==> src/rtl/microsequencer_if.sv <==
// Sequencer-side signal bundle: instruction/ROM/datapath inputs and sequencing outputs.
interface microsequencer_if #(
    parameter int PC_WIDTH = 16
);
    logic                run;
    logic [7:0]          opcode;
    logic [15:0]         uinstr;
    logic [PC_WIDTH-1:0] bus;
    logic                alu_c;
    logic [10:0]         uaddr;
    logic [2:0]          tstate;
    logic [PC_WIDTH-1:0] pc;
    logic [3:0]          flags;
    logic                instr_done;

    modport master (
        output run, opcode, uinstr, bus, alu_c,
        input  uaddr, tstate, pc, flags, instr_done
    );

    modport slave (
        input  run, opcode, uinstr, bus, alu_c,
        output uaddr, tstate, pc, flags, instr_done
    );
endinterface

==> src/rtl/microsequencer.sv <==
// SCAMP microsequencer: T-state counter, microcode ROM addressing, program counter,
// ALU flag latch and conditional jump resolution.
module microsequencer #(
    parameter int                  PC_WIDTH = 16,
    parameter logic [PC_WIDTH-1:0] RESET_PC = '0
) (
    input logic             clk,
    input logic             reset_bar,
    microsequencer_if.slave sif
);
    typedef enum logic [2:0] {
        T0, T1, T2, T3, T4, T5, T6, T7
    } tstate_e;

    tstate_e             tstate;
    logic [PC_WIDTH-1:0] pc;
    logic [3:0]          flags;
    logic                eo;
    logic                rt;
    logic                pp;
    logic                take;

    // Flag word {C, Z, GT, LT} produced by an ALU bus drive.
    function automatic logic [3:0] next_flags(input logic carry, input logic [PC_WIDTH-1:0] value);
        logic zero;
        zero = (value == '0);
        return {carry, zero, ~zero & ~value[PC_WIDTH-1], value[PC_WIDTH-1]};
    endfunction

    assign eo   = ~sif.uinstr[15];
    assign rt   = sif.uinstr[15] & sif.uinstr[11];
    assign pp   = sif.uinstr[15] & sif.uinstr[10];
    // Jumps test the flags held before this edge, even when the same word drives EO.
    assign take = |(sif.uinstr[5:2] & flags);

    always_ff @(posedge clk or negedge reset_bar) begin
        if (!reset_bar) begin
            tstate <= T0;
            pc     <= RESET_PC;
            flags  <= 4'b0000;
        end else if (sif.run) begin
            tstate <= rt ? T0 : tstate_e'(tstate + 3'd1);
            if (eo) begin
                flags <= next_flags(sif.alu_c, sif.bus);
            end
            if (take) begin
                pc <= sif.bus;
            end else if (pp) begin
                pc <= pc + PC_WIDTH'(1);
            end
        end
    end

    // Address depends only on registered tstate and opcode, so there is no loop through the ROM.
    assign sif.uaddr      = {sif.opcode, tstate};
    assign sif.tstate     = tstate;
    assign sif.pc         = pc;
    assign sif.flags      = flags;
    assign sif.instr_done = reset_bar & sif.run & (rt | (tstate == T7));
endmodule

==> src/flat_wrapper.sv <==
// flat-port wrapper written by rule: the top's interface ports become plain ports
module microsequencer_flat 
#(
    parameter int                  PC_WIDTH = 16,
    parameter logic [PC_WIDTH-1:0] RESET_PC = '0
)
  (clk, reset_bar, sif_run, sif_opcode, sif_uinstr, sif_bus, sif_alu_c, sif_uaddr, sif_tstate, sif_pc, sif_flags, sif_instr_done);
  microsequencer_if #(.PC_WIDTH(PC_WIDTH)) sif_i ();
  input logic clk;
  input logic reset_bar;
  input wire logic [$bits(sif_i.run)-1:0] sif_run;
  input wire logic [$bits(sif_i.opcode)-1:0] sif_opcode;
  input wire logic [$bits(sif_i.uinstr)-1:0] sif_uinstr;
  input wire logic [$bits(sif_i.bus)-1:0] sif_bus;
  input wire logic [$bits(sif_i.alu_c)-1:0] sif_alu_c;
  output wire logic [$bits(sif_i.uaddr)-1:0] sif_uaddr;
  output wire logic [$bits(sif_i.tstate)-1:0] sif_tstate;
  output wire logic [$bits(sif_i.pc)-1:0] sif_pc;
  output wire logic [$bits(sif_i.flags)-1:0] sif_flags;
  output wire logic [$bits(sif_i.instr_done)-1:0] sif_instr_done;
  assign sif_i.run = sif_run;
  assign sif_i.opcode = sif_opcode;
  assign sif_i.uinstr = sif_uinstr;
  assign sif_i.bus = sif_bus;
  assign sif_i.alu_c = sif_alu_c;
  assign sif_uaddr = sif_i.uaddr;
  assign sif_tstate = sif_i.tstate;
  assign sif_pc = sif_i.pc;
  assign sif_flags = sif_i.flags;
  assign sif_instr_done = sif_i.instr_done;
  microsequencer #(.PC_WIDTH(PC_WIDTH), .RESET_PC(RESET_PC)) u_core (.clk(clk), .reset_bar(reset_bar), .sif(sif_i));
endmodule
==> config.mk <==
export PLATFORM = sky130hd
export DESIGN_NAME = microsequencer_flat
export DESIGN_NICKNAME = d
export VERILOG_FILES = /design/src/rtl/microsequencer_if.sv /design/src/rtl/microsequencer.sv /design/src/flat_wrapper.sv
export SDC_FILE = /design/constraint.sdc
export NUM_CORES = 1
export LEC_CHECK = 0
export ABC_CLOCK_PERIOD_IN_PS = 1820
export CORE_MARGIN = 10
export CORE_UTILIZATION = 40
export DETAILED_ROUTE_END_ITERATION = 7
export GPL_TIMING_DRIVEN = 0
export PLACE_DENSITY = 0.8
export SYNTH_ARGS = -nofsm -noshare
export SYNTH_HDL_FRONTEND = slang
export SYNTH_SLANG_ARGS = --single-unit
==> constraint.sdc <==
create_clock -name clk -period 1.82 [get_ports clk]
set_input_delay 0.182 -clock clk [delete_from_list [all_inputs] [get_ports clk]]
set_output_delay 0.182 -clock clk [all_outputs]
set_load 0.005 [all_outputs]
# Yosys cells after proc, flatten, opt, wreduce, memory -nomap -nowiden
# Index checks and enable logic that the tools add are counted.
# word_totals
in_bits	44
elab_cells	24
regBits	23
# classes
reduce_logical	5
n_addsub	2
bitwise_logic	10
n_eq_ne	1
mux	3
# op_table
op	n
2-to-1 mux 16 bit	2
adder 16 x 1 -> 16 bit, second input constant	1
logical NOT 16 bit	1
AND 1 bit	5
AND 4 bit	1
AND reduction 2 bit	2
OR reduction 4 bit	1
adder 3 x 1 -> 3 bit, second input constant	1
equality test 3 bit, second input constant	1
2-to-1 mux 3 bit	1
NOT 1 bit	3
nonzero test 2 bit	1
OR 1 bit	1

# Depth between registers and ports, before layout
# Gate-level depths: netlist (run 1).
# logic_depth
ltp_word	4
ltp_mapped	6
ltp_nobuf	5

# Worst setup path before layout (run 1)
# OpenSTA, ideal clock, no wires.
# synth_path
path_type	reg2reg
startpoint	register u_core.pc[0] (netlist: u_core.sif.pc[0])
endpoint	register u_core.pc[10] (netlist: u_core.sif.pc[10])
t_arrival_ns	1.392
stages_incl_launch_ff	6
path_slack_ns	0.298
path_cell_list	dfrtp_1 -> ha_1 -> and4_2 -> and3_1 -> a311oi_1 -> nor3_1
# synth_via
elab_chain_len	3
# synth_lines
element	line	text
start, declared	microsequencer.sv:16	logic [PC_WIDTH-1:0] pc;
start signal, assigned	microsequencer.sv:47	pc <= sif.bus;
start signal, assigned	microsequencer.sv:49	pc <= pc + PC_WIDTH'(1);
adder 16 x 1 -> 16 bit	microsequencer.sv:49	
2-to-1 mux 16 bit	microsequencer.sv:48	end else if (pp) begin
2-to-1 mux 16 bit	microsequencer.sv:46	if (take) begin
# No other way between the ends. The select of a mux whose other input is x is not followed.
# A chain may end at the register's enable or synchronous reset.

# Worst setup path in the final report (run 1)
# layout_path
startpoint	register u_core.pc[0] (netlist: u_core.sif.pc[0])
endpoint	register u_core.pc[8] (netlist: u_core.sif.pc[8])
# The elaborated chain is that of the path after synthesis.

==> reports/metrics.yaml, run 1 <==
h-tree-depth: 1
fp.dieH_microns: 82.3
fin_ws_ns: 0.154
drt-total-wl_microns: 5050
ys_warn_count: 0
r2r-end: "u_core.sif.pc[8]"
fin_area_sq_um: 2350
slowest_stage: "dfrtp_1"
postRouteAntennaNets: 0
yosys-top-cells-area: "dfrtp_1 (37%), buf_4 (6.3%), nand3_1 (4.8%), a2bb2oi_1 (4.5%), nand2_1 (3.4%)"
synth_top_area_frac: 0.371
rsz0062_at_grt: "false"
cp_max_fo: 6
synthCells: 173
clk_latency_ns: 0.27
irDropWorstVdd_mv: 0.417
slew-limit-headroom: 0.594
final_nets: 294
clkTransAtPathRegs_ns: 0.09
p_total_mw: 2.12
finalSetupTns_ns: 0
slew_violations: 0
cts_hold_buf: 0
slowest_delay_ns: 0.45
firstDrtPassIters: 4
r2r_cells: 5
dpl_cell_area_sq_um: 2220
cap_violations: 0
synthesis.nets: 220
place_hpwl_microns: 3850
initial_utilization: 0.417
drc: 0
drive_above_1_share: 0.167
ys_ff_latch: 23
post-place-ws_ns: -0.623
cts_root_buf: "clkbuf_8"
end_kind: "flip-flop"
vias: 1677
p_leak_nw: 0.946
layout_common_cells: "clkdlybuf4s50_1 (58), dfrtp_1 (23), buf_4 (21)"
fmax_ghz: 0.600
final_common_cell: "clkdlybuf4s50_1"
synthArstFlopShare: 1.00
grtUsageTotal: 0.148
period_minus_slack_ns: 1.67
rrSetupSlack_ns: 0.15
num_antenna_cells: 0
synth_edf_count: 0
cts.sinks: 23
cts_tree: "built"
vias_per_cell: 5.70
cts_buffers: 3
arrival_ns: 1.83
holdWs_ns: 0.0103
area_growth_pct: 51.6
first_iter_violations: 122
rr_startpoint: "u_core.sif.pc[0]"
grt_max_degree: 25
cellPowerDensity_nw_per_um2: 904
fp-row-count: 22
synth_seq_area_share: 0.371
outcome: "finished clean"
ioPinCount: 79
required_ns: 1.98
synth_area_per_cell_sq_um: 8.96
path_cells: "ha_1 -> and4_2 -> and3_1 -> o21ai_0 -> a221oi_1"
ys.flop_type: "dfrtp_1"
setup_viol: 0
synth_area_leader_cell: "dfrtp_1"
finalWeightedCongestion: 0.885
worstHoldPathType: "in -> async"
crit_path_start_kind: "flip-flop"
synth_cell_type_count: 48
antenna_found_initial: 0
worstMarginPinSlew_ns: 0.609
grt_pass1_vias: 1604
io_buffers: 61
coreArea_sq_um: 3720
dieArea_sq_um: 6770
grt_pass1_wl_microns: 8040
skew_ns: 0.0103
cts.path.max_buffers: 2
die_x_microns: 82.3
grt.overflow.total: 0
final_hold_viol_count: 0
worstSetupPathType: "reg -> reg"
netlist_area_sq_um: 1550
routedWlPerCell_microns: 17.2
finalCritPeriodShare: 0.916
==> cell usage after synthesis, types with 2 or more instances <==
| master | instances |
|---|---|
| nor2_1 | 4 |
| a21oi_1 | 8 |
| o21ai_0 | 7 |
| a2bb2oi_1 | 8 |
| o211ai_1 | 3 |
| inv_1 | 4 |
| nand2b_1 | 3 |
| ha_1 | 3 |
| mux2_2 | 3 |
| nor3_1 | 5 |
| or4_1 | 2 |
| clkbuf_1 | 4 |
| o2bb2ai_1 | 2 |
| and4_1 | 3 |
| nand4_1 | 3 |
| o22ai_1 | 6 |
| a22oi_2 | 2 |
| buf_4 | 13 |
| nor4_1 | 8 |
| nand2_1 | 14 |
| or3_1 | 4 |
| nand4b_1 | 2 |
| nand3_1 | 15 |
| dfrtp_1 | 23 |
==> worst max-delay path by stage <==
stage	slack [ns]	startpoint	endpoint	cells past startpoint
floorplan	0.30	u_core.sif.pc[0]	u_core.sif.pc[10]	5
global placement	-0.59	sif_run	sif_instr_done	6
detailed placement	-0.62	sif_run	sif_instr_done	6
CTS	0.002	u_core.sif.tstate[0]	sif_instr_done	5
global route	0.06	u_core.sif.pc[0]	u_core.sif.pc[8]	5
finish	0.15	u_core.sif.pc[0]	u_core.sif.pc[8]	5
==> through the flow <==
| stage | utilization | instances |
|---|---|---|
| 2_1_floorplan | - | 173 |
| 3_3_place_gp | 0.598 | 282 |
| 3_5_place_dp | 0.598 | 282 |
| 4_1_cts | 0.622 | 289 |
| 5_1_grt | 0.632 | 294 |
| 6_report | 0.632 | 294 |
==> cells by family after synthesis <==
group | synth area share
DFF | 0.371
muxes | 0.0282
AOI/OAI and AO/OA | 0.218
adders and majority gates | 0.0242
and+or+nand+nor | 0.263
buffers and inverters | 0.0952
==> what timing repair did <==
action	in CTS	in global routing
setup buffers	3	5
setup endpoints to repair	1	8
gates cloned	0	0
gates resized for setup	10	1
pin swaps	0	2
==> cell type report <==
| type | instances | area (sq um) |
|---|---|---|
| Timing Repair Buffer | 69 | 673 |
| Fill cell | 304 | 1370 |
| Multi-Input combinational cell | 126 | 827 |
| Inverter | 5 | 18.8 |
| Tap cell | 48 | 60.1 |
| Clock inverter | 1 | 5.00 |
| Clock buffer | 3 | 41.3 |
| Sequential cell | 23 | 576 |
| Buffer | 19 | 149 |
==> report_power, final <==
group	switching (mW)	total [mW]	internal (mW)	leakage, nW
sequential	0.175	0.817	0.641	0.272
clock	0.164	0.317	0.153	0.0255
combinational	0.374	0.991	0.618	0.649
==> registers in the layout (all words and copies together), names as in the netlist <==
name	count
u_core.sif.flags	4
u_core.sif.pc	16
u_core.sif.tstate	3
==> routing by layer <==
layer	global-route usage	part of all wire	vias up	wire, microns
met5	0	0	-	0
met4	0.0357	0.010	0	51
met3	0.0572	0.12	6	595
met2	0.223	0.46	87	2310
met1	0.195	0.41	778	2090
li1	-	-	806	-
==> worst max-delay path, delay by kind of cell, from the launching register on <==
kind | cells | cell delay (ns)
and+or+nand+nor | 2 | 0.52
adders and majority gates | 1 | 0.20
AOI/OAI and AO/OA | 2 | 0.40
DFF | 1 | 0.45
Note: power is estimated with default switching activity, not from simulation.
==> run 2: changes to the inputs <==
--- a/config.mk
+++ b/config.mk
@@ -6,11 +6,14 @@
 export NUM_CORES = 1
 export LEC_CHECK = 0
 export ABC_CLOCK_PERIOD_IN_PS = 1820
+export CELL_PAD_IN_SITES_DETAIL_PLACEMENT = 1
+export CELL_PAD_IN_SITES_GLOBAL_PLACEMENT = 2
 export CORE_MARGIN = 10
-export CORE_UTILIZATION = 40
+export CORE_UTILIZATION = 22
+export CTS_CLUSTER_SIZE = 30
 export DETAILED_ROUTE_END_ITERATION = 7
 export GPL_TIMING_DRIVEN = 0
-export PLACE_DENSITY = 0.8
+export PLACE_DENSITY_LB_ADDON = 0.1
 export SYNTH_ARGS = -nofsm -noshare
 export SYNTH_HDL_FRONTEND = slang
 export SYNTH_SLANG_ARGS = --single-unit
==> run 2 against run 1 <==
Net effect: maximum frequency fell by 2.0%; cell area up 1.7%; count of clock-buffer cells in the layout grew 1; flip-flop and latch count is the same; power increased by 1.3%; non-clock buffer count fell by 6; combinational power fell by 2.8%; register-to-register slack worse by 0.02 ns; critical path depth stayed put; clock skew shrank 0.0061 ns; clock power grew 9.1%; sequential share of layout area shrank 0.31 points; largest power group unchanged.
==> reports/metrics.yaml, run 2 (synthesis results as in run 1) <==
outcome: "finished clean"
largest_register_ffs: 16  # unchanged
cpMostUsedCell: "ha_1"
p_leak_nw: 0.916  # -3.3%
post-place-ws_ns: -0.726  # -0.103 ns
dieArea_sq_um: 10800  # +60%
cts_hold_buf: 0  # unchanged
fin_area_sq_um: 2390  # +1.7%
final_common_cell: "clkdlybuf4s50_1"
finalSetupTns_ns: 0  # unchanged
finalCritPeriodShare: 0.935  # +0.0191
fmax_ghz: 0.588  # -2.0%
fill_cells: 810  # +170%
setup_viol: 0  # unchanged
drt-total-wl_microns: 6300  # +25%
slowest_stage: "dfrtp_1"
grt_max_degree: 25  # unchanged
vias: 1642  # -2.1%
dpl_cell_area_sq_um: 2280  # +2.7%
startpoint: "u_core.sif.tstate[0]"
clk_latency_ns: 0.27  # about the same
skew_ns: 0.00420  # -0.00612 ns
regArea_sq_um: 578  # +0.43%
r2r_cells: 5  # unchanged
ioPinCount: 79  # unchanged
die_x_microns: 104  # +26%
multi_input_area_sq_um: 838  # +1.4%
arrival_ns: 1.52  # -0.31 ns
path_cells: "ha_1 -> ha_1 -> a21oi_1 -> nor2_1 -> dlygate4sd2_1"
critPathTopFamily: "flip-flops"
grtUsageTotal: 0.115  # -0.0335
layout_common_cells: "clkdlybuf4s50_1 (58), dfrtp_1 (21), buf_4 (15)"
cellPowerDensity_nw_per_um2: 901  # -0.40%
holdWs_ns: 0.0145  # +0.00421 ns
slowest_delay_ns: 0.43  # -0.02 ns
crit_path_start_kind: "flip-flop"
finalWeightedCongestion: 0.749  # -15%
slew_violations: 0  # unchanged
grt_pass1_wl_microns: 10300  # +28%
routedWlPerCell_microns: 18.8  # +9.2%
initial_utilization: 0.227  # -0.190
end_kind: "output pin"
slew-limit-headroom: 0.568  # -0.0267
rrSetupSlack_ns: 0.13  # -0.02 ns
cp-endpoint: "sif_instr_done"
fin_ws_ns: 0.119  # -0.0347 ns
vias_per_cell: 4.89  # -14%
rr_startpoint: "u_core.sif.pc[0]"
postRouteAntennaNets: 0  # unchanged
cts_buffers: 3  # unchanged
num_antenna_cells: 0  # unchanged
reg_top3: "u_core.sif.pc (16), u_core.sif.flags (4), u_core.sif.tstate (3)"
final_cell_count_no_fill: 336  # +14%
cts.path.max_buffers: 2  # unchanged
first_iter_violations: 42  # -66%
cp_num_cells: 5  # unchanged
clkTransAtPathRegs_ns: 0.10  # about the same
place_hpwl_microns: 4860  # +26%
io_buffers: 61  # unchanged
area_growth_pct: 54.2
irDropWorstVdd_mv: 0.390  # -6.7%
place_inst: 330  # +17%
cts.sinks: 23  # unchanged
r2r-end: "u_core.sif.pc[10]"
worstSetupPathType: "reg -> out"
cp_max_fo: 5  # -1
required_ns: 1.64  # -0.34 ns
top_register: "u_core.sif.pc"
drive_above_1_share: 0.163  # -0.00417
critPathBufInv: 1  # +1
cts_tree: "built"
rsz0062_at_grt: "false"
h-tree-depth: 1  # unchanged
final_hold_viol_count: 0  # unchanged
coreArea_sq_um: 6830  # +84%
worstHoldPathType: "in -> async"
drc: 0  # unchanged
grt_pass1_vias: 1842  # +15%
worstMarginPinSlew_ns: 0.649  # +0.0400 ns
cts_root_buf: "clkbuf_8"
cap_violations: 0  # unchanged
grt.overflow.total: 0  # unchanged
final_nets: 288  # -2.0%
firstDrtPassIters: 4  # unchanged
fp-row-count: 30  # +36%
fp.dieH_microns: 104  # +26%
period_minus_slack_ns: 1.70  # +0.0347 ns
antenna_found_initial: 0  # unchanged
-- run 2: report_power, final --
part	total (mW)	internal, mW	switching [mW]
logic	0.963	0.587	0.376
registers	0.843	0.643	0.200
clock network	0.346	0.157	0.189
total	2.15	1.39	0.766
-- run 2: how the worst min path moves through the flow --
stage / start / to / slack, ns / depth (start not counted)
after floorplan: reset_bar / u_core.sif.flags[0] / -0.11 / 0
final: reset_bar / u_core.sif.pc[13] / 0.01 / 1
after detailed placement: u_core.sif.flags[2] / u_core.sif.flags[2] / 0.52 / 2
after global routing: reset_bar / u_core.sif.flags[0] / 0.08 / 1
after global placement: u_core.sif.flags[2] / u_core.sif.flags[2] / 0.52 / 2
after CTS: reset_bar / u_core.sif.pc[14] / 0.05 / 1
-- run 2: area by class of cell --
cell class | count | area share
sequential | 23 | 0.242
tap | 96 | 0.0503
inverter | 5 | 0.00785
clock buffer | 4 | 0.0188
buffer | 19 | 0.0675
multi-input combinational | 126 | 0.351
timing repair buffer | 63 | 0.263
-- run 2: metal layers --
metal | part of all wire | track usage | wire length (microns) | vias up
li1 | - | - | - | 797
met2 | 0.46 | 0.187 | 2890 | 53
met5 | 0 | 0 | 0 | -
met4 | 0.0041 | 0.0149 | 26 | 0
met3 | 0.071 | 0.0421 | 446 | 2
met1 | 0.47 | 0.144 | 2940 | 790
-- run 2: what timing repair did --
action | 4_1_cts | 5_1_grt
pin swaps | 2 | 0
resized for setup | 11 | 7
setup endpoints to repair | 8 | 6
setup buffers | 2 | 0
-- run 2: per-stage QoR --
| stage | utilization | total power, mW |
|---|---|---|
| 5_1_grt | 0.350 | 2.33 |
| 6_report | 0.350 | 2.15 |
| 2_1_floorplan | - | 1.22 |
| 4_1_cts | 0.347 | 2.19 |
| 3_3_place_gp | 0.334 | 1.81 |
| 3_5_place_dp | 0.334 | 1.82 |
-- run 2: worst reg2reg max path, cell delays in order (launching register included) --
cell and delay, ns:
dfrtp_2 0.46, ha_1 0.23, and4_2 0.29, and3_1 0.24
a311oi_1 0.28, nor3_1 0.08
